===== src/rtl/perf_event_monitor_if.sv =====
// Control strobes, per-cycle event wires and the one-outstanding read port of perf_event_monitor.
interface perf_event_monitor_if #(
    parameter int NUM_CH = 4,
    parameter int CNT_W  = 32
);
    localparam int IDX_W = $clog2(NUM_CH + 1);

    logic              start;
    logic              clear;
    logic              halt;
    logic [NUM_CH-1:0] event_in;
    logic              rd_req;
    logic [IDX_W-1:0]  rd_idx;
    logic              rd_valid;
    logic [CNT_W-1:0]  rd_data;
    logic              rd_busy;
    logic              running;
    logic              frozen;
    logic              timeout;
    logic [NUM_CH:0]   sat;

    modport master (
        output start, clear, halt, event_in, rd_req, rd_idx,
        input  rd_valid, rd_data, rd_busy, running, frozen, timeout, sat
    );

    modport slave (
        input  start, clear, halt, event_in, rd_req, rd_idx,
        output rd_valid, rd_data, rd_busy, running, frozen, timeout, sat
    );
endinterface


===== src/rtl/perf_event_monitor.sv =====
// Saturating per-channel event counters plus a cycle counter, frozen on halt, with a cycle-budget
// watchdog and a two-stage registered read port.
//
//  state      | meaning
//  ST_IDLE    | counters hold, waiting for start
//  ST_RUN     | counting cycles and events, watchdog armed
//  ST_FROZEN  | halt seen, counts held until clear
//  ST_TIMEOUT | cycle budget exhausted, counts held until clear
module perf_event_monitor #(
    parameter int NUM_CH  = 4,
    parameter int CNT_W   = 32,
    parameter int MAX_CYC = 100000
) (
    input  logic                 clk,
    input  logic                 rst,
    perf_event_monitor_if.slave  bus
);
    localparam int               IDX_W   = $clog2(NUM_CH + 1);
    localparam logic [CNT_W-1:0] CNT_MAX = '1;
    localparam logic [CNT_W-1:0] WD_LAST = CNT_W'(MAX_CYC - 1);

    typedef enum logic [1:0] {
        ST_IDLE    = 2'd0,
        ST_RUN     = 2'd1,
        ST_FROZEN  = 2'd2,
        ST_TIMEOUT = 2'd3
    } state_t;

    state_t           state_q, state_d;
    logic [CNT_W-1:0] cnt_q [NUM_CH+1];
    logic [CNT_W-1:0] cnt_d [NUM_CH+1];
    logic [NUM_CH:0]  sat_q, sat_d;
    logic [NUM_CH:0]  inc;
    logic             count_en;
    logic             wd_hit;

    logic             rd_busy_q, rd_busy_d;
    logic             rd_valid_q, rd_valid_d;
    logic [IDX_W-1:0] rd_idx_q, rd_idx_d;
    logic [CNT_W-1:0] rd_data_q, rd_data_d;
    logic [CNT_W-1:0] rd_sel;
    logic             rd_accept;

    // Top slot of the counter array is the cycle counter; it counts every RUN cycle.
    assign inc    = {1'b1, bus.event_in};
    assign wd_hit = (MAX_CYC != 0) && (cnt_q[NUM_CH] == WD_LAST);

    always_comb begin
        state_d = state_q;
        if (bus.clear) begin
            state_d = ST_IDLE;
        end else begin
            case (state_q)
                ST_IDLE: if (bus.start) state_d = ST_RUN;
                ST_RUN: begin
                    if (bus.halt)   state_d = ST_FROZEN;
                    else if (wd_hit) state_d = ST_TIMEOUT;
                end
                default: state_d = state_q;
            endcase
        end
    end

    // The cycle that leaves RUN (halt or watchdog) is still counted.
    always_comb begin
        count_en = (state_q == ST_RUN) && !bus.clear;
        sat_d    = sat_q;
        for (int i = 0; i <= NUM_CH; i++) begin
            cnt_d[i] = cnt_q[i];
            if (bus.clear) begin
                cnt_d[i] = '0;
                sat_d[i] = 1'b0;
            end else if (count_en && inc[i]) begin
                if (cnt_q[i] == CNT_MAX) begin
                    sat_d[i] = 1'b1;
                end else begin
                    cnt_d[i] = cnt_q[i] + CNT_W'(1);
                end
            end
        end
    end

    always_comb begin
        rd_sel = '0;
        for (int i = 0; i <= NUM_CH; i++) begin
            if (rd_idx_q == IDX_W'(i)) rd_sel = cnt_q[i];
        end
    end

    // Busy lasts exactly one cycle: request accepted, then data captured on the next edge.
    always_comb begin
        rd_accept  = bus.rd_req && !rd_busy_q;
        rd_busy_d  = rd_accept;
        rd_valid_d = rd_busy_q;
        rd_idx_d   = rd_accept ? bus.rd_idx : rd_idx_q;
        rd_data_d  = rd_busy_q ? rd_sel : rd_data_q;
    end

    always_ff @(posedge clk) begin
        if (rst) begin
            state_q    <= ST_IDLE;
            cnt_q      <= '{default: '0};
            sat_q      <= '0;
            rd_busy_q  <= 1'b0;
            rd_valid_q <= 1'b0;
            rd_idx_q   <= '0;
            rd_data_q  <= '0;
        end else begin
            state_q    <= state_d;
            cnt_q      <= cnt_d;
            sat_q      <= sat_d;
            rd_busy_q  <= rd_busy_d;
            rd_valid_q <= rd_valid_d;
            rd_idx_q   <= rd_idx_d;
            rd_data_q  <= rd_data_d;
        end
    end

    assign bus.running  = (state_q == ST_RUN);
    assign bus.frozen   = (state_q == ST_FROZEN);
    assign bus.timeout  = (state_q == ST_TIMEOUT);
    assign bus.sat      = sat_q;
    assign bus.rd_busy  = rd_busy_q;
    assign bus.rd_valid = rd_valid_q;
    assign bus.rd_data  = rd_data_q;
endmodule


===== src/flat_wrapper.sv =====
// flat-port wrapper written by rule: the top's interface ports become plain ports
module perf_event_monitor_flat 
#(
    parameter int NUM_CH  = 4,
    parameter int CNT_W   = 32,
    parameter int MAX_CYC = 100000
)
  (clk, rst, bus_start, bus_clear, bus_halt, bus_event_in, bus_rd_req, bus_rd_idx, bus_rd_valid, bus_rd_data, bus_rd_busy, bus_running, bus_frozen, bus_timeout, bus_sat);
  perf_event_monitor_if #(.NUM_CH(NUM_CH), .CNT_W(CNT_W)) bus_i ();
  input  logic clk;
  input  logic rst;
  input wire logic [$bits(bus_i.start)-1:0] bus_start;
  input wire logic [$bits(bus_i.clear)-1:0] bus_clear;
  input wire logic [$bits(bus_i.halt)-1:0] bus_halt;
  input wire logic [$bits(bus_i.event_in)-1:0] bus_event_in;
  input wire logic [$bits(bus_i.rd_req)-1:0] bus_rd_req;
  input wire logic [$bits(bus_i.rd_idx)-1:0] bus_rd_idx;
  output wire logic [$bits(bus_i.rd_valid)-1:0] bus_rd_valid;
  output wire logic [$bits(bus_i.rd_data)-1:0] bus_rd_data;
  output wire logic [$bits(bus_i.rd_busy)-1:0] bus_rd_busy;
  output wire logic [$bits(bus_i.running)-1:0] bus_running;
  output wire logic [$bits(bus_i.frozen)-1:0] bus_frozen;
  output wire logic [$bits(bus_i.timeout)-1:0] bus_timeout;
  output wire logic [$bits(bus_i.sat)-1:0] bus_sat;
  assign bus_i.start = bus_start;
  assign bus_i.clear = bus_clear;
  assign bus_i.halt = bus_halt;
  assign bus_i.event_in = bus_event_in;
  assign bus_i.rd_req = bus_rd_req;
  assign bus_i.rd_idx = bus_rd_idx;
  assign bus_rd_valid = bus_i.rd_valid;
  assign bus_rd_data = bus_i.rd_data;
  assign bus_rd_busy = bus_i.rd_busy;
  assign bus_running = bus_i.running;
  assign bus_frozen = bus_i.frozen;
  assign bus_timeout = bus_i.timeout;
  assign bus_sat = bus_i.sat;
  perf_event_monitor #(.NUM_CH(NUM_CH), .CNT_W(CNT_W), .MAX_CYC(MAX_CYC)) u_core (.clk(clk), .rst(rst), .bus(bus_i));
endmodule

===== config.mk =====
export PLATFORM = sky130hd
export DESIGN_NAME = perf_event_monitor_flat
export DESIGN_NICKNAME = d
export VERILOG_FILES = /design/src/rtl/perf_event_monitor_if.sv /design/src/rtl/perf_event_monitor.sv /design/src/flat_wrapper.sv
export SDC_FILE = /design/constraint.sdc
export NUM_CORES = 1
export LEC_CHECK = 0
export BUFFER_PORTS_ARGS = -buffer_cell sky130_fd_sc_hd__buf_2
export CAP_MARGIN = 20
export CORE_ASPECT_RATIO = 0.8
export CORE_MARGIN = 2
export CORE_UTILIZATION = 40
export DETAILED_ROUTE_END_ITERATION = 8
export HOLD_SLACK_MARGIN = 0.05
export PLACE_DENSITY = 0.53
export SYNTH_ARGS = -nofsm -noshare
export SYNTH_HDL_FRONTEND = slang
export SYNTH_SLANG_ARGS = --single-unit

===== constraint.sdc =====
create_clock -name clk -period 2.6 [get_ports clk]
set_clock_uncertainty 0.1 [all_clocks]
set_input_delay 0.52 -clock clk [delete_from_list [all_inputs] [get_ports clk]]
set_output_delay 0.52 -clock clk [all_outputs]
set_load 0.02 [all_outputs]

# Word-level counts from Yosys, hierarchy flattened
# Cells that the tools add are included.
# word_totals
register_bits	204
latchBits	0
ram_bits	0
rom_bits	0
in_bits	13
out_inout_bits	42
wordCells	72
n_memories	0
# classes
n_addsub	5
mul	0
div	0
n_lt_le_gt_ge	0
eq_ne	15
shifts	0
n_mux	9
n_bitwise	5
n_reduce_logical	23
# ops
op	count
adder 32 x 1 -> 32 bit (second input constant)	5
equality test 32 bit (second input constant)	5
2-to-1 mux 32 bit	5
equality test 32 x 17 -> 1 bit (second input constant)	1
AND reduction 2 bit	10
equality test 3 x 2 -> 1 bit (second input constant)	2
logical AND 1 bit	6
2-to-1 mux 2 bit	3
inverter 1 bit	5
equality test 2 bit (second input constant)	2
case mux 2 bit (2 select lines)	1
equality test 3 x 1 -> 1 bit (second input constant)	1
equality test 3 bit (second input constant)	1
zero test 3 bit	1
inequality test 3 x 2 -> 1 bit (second input constant)	1
AND reduction 3 bit	1
equality test 2 x 1 -> 1 bit (second input constant)	1
zero test 1 bit	2
zero test 2 bit	1
inequality test 2 bit (second input constant)	1
nonzero test 2 bit	1
OR reduction 2 bit	1

# Depth between registers and ports, before layout
# Gate-level depths: netlist of the first run.
# depth
word_depth	6
ltp_mapped	9
ltp_nobuf	6

# Worst setup path before layout of the first run
# Ideal clock, no wire load.
# synth_timing
kind	input to register
startpoint	in bus_clear
endpoint	reg u_core.cnt_q[62] (netlist name)
setup_time_ns	0.135
t_arrival_ns	2.164
required_time_ns	2.365
path_slack_ns	0.201
cell_stages	6
n_path_buf	1
path_cell_list	clkbuf_1 > nor3b_1 > nand3_1 > or3_1 > o311ai_0 > o41ai_1
# synth_between
elab_chain_len	4
word_cells_on_any_way	5
cone_classes	reduce/logical (5)
# synth_rtl
element	line	rtl
start: declaration	flat_wrapper.sv:13	input wire logic [$bits(bus_i.clear)-1:0] bus_clear;
zero test 1 bit	perf_event_monitor.sv:66	count_en = (state_q == ST_RUN) && !bus.clear;
logical AND 1 bit	perf_event_monitor.sv:66	
logical AND 1 bit	perf_event_monitor.sv:73	end else if (count_en && inc[i]) begin
AND reduction 2 bit (no source line)	--	
end signal: assignment	perf_event_monitor.sv:110	cnt_q <= cnt_d;
end: declaration	perf_event_monitor.sv:30	logic [CNT_W-1:0] cnt_q [NUM_CH+1];
# Several ways; a longest one is shown, not always the timed one.
# A chain may end at the register's enable or synchronous reset.

# Final worst setup path of the first run
# layout_timing
startpoint	reg u_core.cnt_q[42] (netlist name)
endpoint	reg u_core.cnt_q[62] (netlist name)
# layout_between
elab_chain_len	3
word_cells_on_any_way	4
cone_classes	add/sub (1); eq/ne (1); bitwise (1); reduce/logical (1)
# layout_rtl
element
parallel branches: the longest is 3 deep, another holds adder 32 x 1 -> 32 bit
# Several ways; the timed one is not identified.

==> metrics.txt, run 1 <==
mapped cell area=10,700 um^2; Root Buffer=clkbuf_16; FFs w/ async S/R, synth=0%; DRT iter0 DRCs=931; post-CTS setup buffer count=0; PwrDens=549 nW/um^2; Synth-to-Final Area Change=18.1%; Core Footprint=26,300 um^2; vias in the first global route=8,906; fillers=2,609; Post-Syn Instances=1,237; gr ovfl total=0; Final period util=94.3%; Die W=187 um; CP bufs+invs=1; Max Cap Violations=0; Routed WL=35,400 um; leading post-synthesis cells by cell area=dfxtp_1, mux4_2, or3_1; HP Class=input port to flip-flop; Num CTS Buffers=23; crit path DAT=2.73 ns; CP endpoint kind=flip-flop; final core occ=48.1%; Slew Limit Fails=0; Max stage delay on crit path=0.64 ns; Crit Path Max Fanout=18; IO Port Bufs=54; final cell count without fillers=1,701; RSZ-0062 raised after global routing=no; most numerous cell in the Yosys netlist=dfxtp_1; worst setup margin=0.149 ns; die footprint=28,100 um^2; cell internal pwr=5320 uW; #FFs+latches synth=204; Rows=53; # hold bufs at CTS=0; Crit-path slowest cell=or4_1; CP cell instances=nand4_1 -> or4_1 -> buf_12 -> or3_1 -> o311ai_0 -> o41ai_1; Die Ht=150 um; Mean Syn Cell Area=8.65 um^2; initial antenna violation count=1; first-pass GRT wire length=54,400 um; synth cell count leaders=dfxtp_1, nor2_1, nand2_1, a21oi_1, or3_1; Clock Path Buffers=3; CTS Sinks=204; Initial Utilization=40.7%; Tot GR Track Use=24.8%; largest net degree at the start of global routing=47; Fmax=0.408 GHz; Ys Warns=0; vias per cell=6.08; CTS tree=built; pre-CTS WS=-0.00421 ns; Worst path top cell family by delay=simple AND/OR/NAND/NOR gates; placed instance count=1,659; DRC=0; dpl cell area=11,900 um^2; fin area=12,600 um^2; Seq/Total Area, Yosys=38.2%; Synth Flop Type=dfxtp_1; clock share of power=48.3%; Reg clk slew, reported paths=0.06 ns; layout cells sized above 1=17.9%; relative slew slack=37.3%; EDFF count, synth=0; routed len/inst=20.8 um; Final HPWL DP=26,400 um; VDD IR-drop max=0.000396 V; post-layout net count=1,345; top cell type's share of synthesized area=38.2%; Hold Fails Final Rpt=0; Antenna Nets Post-Route=0; Worst setup SP type=flip-flop; Ports=55; Worst-Margin Slew=0.925 ns; required time worst endpoint=2.88 ns; status=complete, no violations; synth unique cells=63; Leakage Power=0.00413 uW; router iterations before antenna repair=5; Comb pwr share=5.8%; Post-Syn Nets=1,255; htree depth=1; Net Sw Frac=23.3%; clk_lat worst skew=0.52 ns; Final min period=2.45 ns; fraction of power consumed by sequential logic=45.9%; NetSw=1620 uW; total number of vias=10,300; critical path class=flip-flop to flip-flop; leading area contributor after synthesis=dfxtp_1; GP Congestion=0.906; Final Setup Violations=0
[cells in the final DEF (no fill, tap or decap), drive strengths merged, types with 4 or more instances in the layout]
| cell | instances |
|---|---|
| o21ai | 72 |
| xnor2 | 17 |
| nand4 | 49 |
| o31ai | 31 |
| nor4b | 5 |
| a211oi | 6 |
| mux2i | 23 |
| xor2 | 12 |
| nor2 | 97 |
| nand3 | 53 |
| buf | 147 |
| and4 | 16 |
| clkbuf | 35 |
| or4 | 34 |
| and3 | 19 |
| or2 | 7 |
| mux4 | 32 |
| and2 | 5 |
| a221oi | 32 |
| nand2 | 93 |
| o211ai | 13 |
| o311ai | 8 |
| inv | 22 |
| nor2b | 6 |
| a31oi | 6 |
| nor4 | 22 |
| dfxtp | 204 |
| nor3 | 56 |
| a21oi | 90 |
| ha | 5 |
| or3 | 89 |
| a41oi | 4 |
[per-stage QoR]
step	total power [uW]	setup TNS, ns	hold WS, ns
after global placement	3650	0	0.348
after CTS	6990	0	0.138
after floorplan	3500	0	0.348
after detailed placement	3650	-0.00913	0.364
after global routing	7160	0	0.150
final	6940	0	0.143
[layout make-up]
cell class / count / area [um^2] / share of cell area, %
diodes: 1 / 2.50 / 0.0198
clock buffers: 35 / 651 / 5.15
clock inverters: 6 / 105 / 0.832
inverters: 22 / 82.6 / 0.654
multi-input cells: 929 / 6200 / 49.1
flip-flops and latches: 204 / 4090 / 32.4
well taps: 357 / 447 / 3.54
repair buffers: 147 / 1060 / 8.36
[registers in the layout, indices dropped and copies added, names as in the netlist]
name / cells
u_core.cnt_q: 160
u_core.bus.rd_data: 32
u_core.bus.rd_valid: 1
u_core.rd_idx_q: 3
u_core.bus.rd_busy: 1
u_core.state_q: 2
u_core.bus.sat: 5
[final timing paths]
kind / start / to / slack, ns / cells after the start
worst max-delay path: u_core.cnt_q[42] / u_core.cnt_q[62] / 0.15 / 6
worst min-delay path: bus_rd_idx[0] / u_core.rd_idx_q[0] / 0.14 / 3
worst max register to register: u_core.cnt_q[42] / u_core.cnt_q[62] / 0.15 / 6
worst min register to register: u_core.bus.sat[2] / u_core.bus.sat[2] / 0.37 / 2
[what timing repair did]
item                       4_1_cts  5_1_grt
hold endpoints to repair         0        0
resized for setup                0        2
setup endpoints to repair        0        9
[power by group through the flow]
stage	clock [uW]	combinational (uW)	sequential (uW)
2_1_floorplan	0	215	3290
3_3_place_gp	0	401	3250
4_1_cts	3400	401	3180
3_5_place_dp	0	400	3250
6_report	3350	399	3190
5_1_grt	3550	431	3190
[kinds of logic (layout without fill, tap and decap cells)]
kind of cell               count (synthesis)  in the layout  share of synthesized area [%]
AOI/OAI and AO/OA                        277            277                           16.8
xor gates and xnor gates                  29             29                           2.38
adders and majority gates                  5              5                          0.585
buffers and inverters                    104            210                           4.09
DFF                                      204            204                           38.2
muxes                                     55             55                           8.89
other                                      0              1                              0
and+or+nand+nor                          563            563                           29.1
[metal layers]
layer / vias to the layer above / wire length, um / global-route usage (%)
li1: 4947 / - / -
met3: 60 / 2660 / 5.17
met5: - / 0 / 0
met1: 4966 / 17300 / 37.6
met2: 364 / 14300 / 34.6
met4: 0 / 1200 / 8.29
[worst reg2reg max path: stages, from the launching register on]
cell      delay (ns)
dfxtp_1         0.40
nand4_1         0.23
or4_1           0.64
buf_12          0.20
or3_1           0.33
o311ai_0        0.30
o41ai_1         0.12
(Power assumes the default switching activity.)
==> run 2, diff against run 1 <==
--- a/config.mk
+++ b/config.mk
@@ -9,10 +9,9 @@
 export CAP_MARGIN = 20
 export CORE_ASPECT_RATIO = 0.8
 export CORE_MARGIN = 2
-export CORE_UTILIZATION = 40
+export CORE_UTILIZATION = 30
 export DETAILED_ROUTE_END_ITERATION = 8
-export HOLD_SLACK_MARGIN = 0.05
-export PLACE_DENSITY = 0.53
+export PLACE_DENSITY = 0.42
 export SYNTH_ARGS = -nofsm -noshare
 export SYNTH_HDL_FRONTEND = slang
 export SYNTH_SLANG_ARGS = --single-unit
==> run 2 against run 1 <==
Core utilization shrank 11 points. Critical path type unchanged. Highest routed layer unchanged. Hold slack lost 0.016 ns. First-iteration DRC count grew 11%. Setup slack lost 0.055 ns. Final area grew 2.4%. Sequential share of layout area shrank 0.78 points.
==> metrics.txt, run 2 (synthesized netlist as in run 1, its figures left out) <==
Die Ht=173 um (+15%); cell internal pwr=5400 uW (+1.6%); worst setup margin=0.0945 ns (-0.0547 ns); CP endpoint kind=flip-flop; IO Port Bufs=54 (unchanged); crit path DAT=2.83 ns (+0.10 ns); DRC=0 (unchanged); Final Setup Violations=0 (unchanged); vias in the first global route=9,460 (+6.2%); status=complete, no violations; Setup TNS=0 ns (unchanged); Reg clk slew, reported paths=0.06 ns (about the same); relative slew slack=40.3% (+3.0 points); fraction of power consumed by sequential logic=44.9% (-1.0 points); routed len/inst=21.2 um (+1.8%); die footprint=37,200 um^2 (+32%); Worst-Margin Slew=0.887 ns (-0.0386 ns); GP Congestion=0.840 (-7.3%); first-pass GRT wire length=59,400 um (+9.1%); Fmax=0.399 GHz (-2.2%); PwrDens=548 nW/um^2 (-0.15%); NetSw=1690 uW (+4.4%); Slew Limit Fails=0 (unchanged); most frequent cells in the layout=dfxtp_1, buf_4, nor2_1; Crit Path Max Fanout=11 (-7); Core Footprint=35,000 um^2 (+33%); Initial Utilization=30.6% (-10 points); router iterations before antenna repair=5 (unchanged); Clock Path Buffers=3 (unchanged); post-layout net count=1,360 (+1.1%); Max Cap Violations=0 (unchanged); Root Buffer=clkbuf_16; vias per cell=5.67 (-6.7%); total number of vias=10,400 (+0.39%); critical path class=flip-flop to flip-flop; gr ovfl total=0 (unchanged); Ports=55 (unchanged); htree depth=1 (unchanged); CTS Sinks=204 (unchanged); post-CTS setup buffer count=0 (unchanged); layout cells sized above 1=19.1% (+1.1 points); HP Class=input port to flip-flop; VDD IR-drop max=0.000421 V (+6.2%); Net Sw Frac=23.8% (+0.49 points); Ant. Diodes=0 (-1); Synth-to-Final Area Change=20.9%; clock share of power=49.2% (+0.9 points); Final min period=2.51 ns (+0.0547 ns); Routed WL=38,800 um (+9.6%); DRT iter0 DRCs=1,035 (+11%); max reg flops=160 (unchanged); commonest non-fill, non-tap cell in the layout=dfxtp_1; CTS tree=built; Worst setup SP type=flip-flop; largest net degree at the start of global routing=35 (-26%); clk_lat worst skew=0.53 ns (about the same); Rows=61 (+15%); pre-CTS WS=0.0488 ns (+0.0530 ns); Antenna Nets Post-Route=0 (unchanged); Tot GR Track Use=20.6% (-4.3 points); Die W=215 um (+15%); required time worst endpoint=2.92 ns (+0.04 ns); Num CTS Buffers=24 (+4.3%); Comb pwr share=5.9% (about the same); Leakage Power=0.00422 uW (+2.2%); RSZ-0062 raised after global routing=no; most flop-heavy register=u_core.cnt_q; initial antenna violation count=0 (-1); Final period util=96.4% (+2.1 points); Final HPWL DP=29,500 um (+12%); Hold Fails Final Rpt=0 (unchanged)
[run 2: cell types whose count changed in the layout (fill, tap and decap cells not counted), sizes merged]
cell      previous run  this run
clkbuf              35        36
bufinv               3         2
buf                147       161
diode                1         0
clkinvlp             0         1
[run 2: metal layers]
metal / GRT usage (%) / vias up / routed length, um
li1: - / 4965 / -
met3: 3.80 / 47 / 2370
met4: 5.20 / 0 / 1020
met2: 28.9 / 293 / 15600
met1: 31.8 / 5072 / 19700
met5: 0 / - / 0
[run 2: timing repair]
action | 4_1_cts | 5_1_grt
resized for setup | 0 | 2
setup endpoints to repair | 0 | 16
hold buffers | 0 | 0
[run 2: final timing paths]
path | startpoint | end | slack [ns] | cells past startpoint
hold reg to reg | u_core.bus.rd_data[3] | u_core.bus.rd_data[3] | 0.38 | 2
hold / removal | bus_rd_idx[0] | u_core.rd_idx_q[0] | 0.13 | 3
setup / recovery | u_core.cnt_q[143] | u_core.cnt_q[128] | 0.09 | 6
setup reg to reg | u_core.cnt_q[143] | u_core.cnt_q[128] | 0.09 | 6
[run 2: power groups by stage]
stage / clock (uW) / sequential (uW) / combinational (uW)
detailed placement: 0 / 3250 / 423
floorplan: 0 / 3290 / 215
finish: 3490 / 3180 / 420
global route: 3700 / 3190 / 455
CTS: 3560 / 3180 / 423
global placement: 0 / 3250 / 424
[run 2: worst max-delay path, stage by stage (launching register included)]
cell	delay, ns
dfxtp_1	0.44
nand4_1	0.20
or4_1	0.65
o31ai_1	0.54
buf_4	0.27
xor2_1	0.15
nor2_1	0.05
[run 2: metrics by stage]
stage               util (%)  total power [uW]  cells  cell area [um^2]  hold WS (ns)
finish                  37.0              7090   1830             12900         0.127
global route            37.0              7340   1830             12900         0.147
CTS                     37.0              7170   1830             12900         0.108
detailed placement      34.7              3680   1788             12100         0.360
global placement        34.7              3680   1788             12100         0.357
floorplan                  -              3500   1237             10700         0.348
[run 2: cell type report]
| type | instances | area (um^2) |
|---|---|---|
| clock buffer | 36 | 717 |
| clock inverter | 6 | 82.6 |
| fill | 3671 | 22000 |
| inverter | 22 | 82.6 |
| multi-input combinational | 929 | 6200 |
| sequential | 204 | 4090 |
| tap | 472 | 591 |
| timing repair buffer | 161 | 1170 |
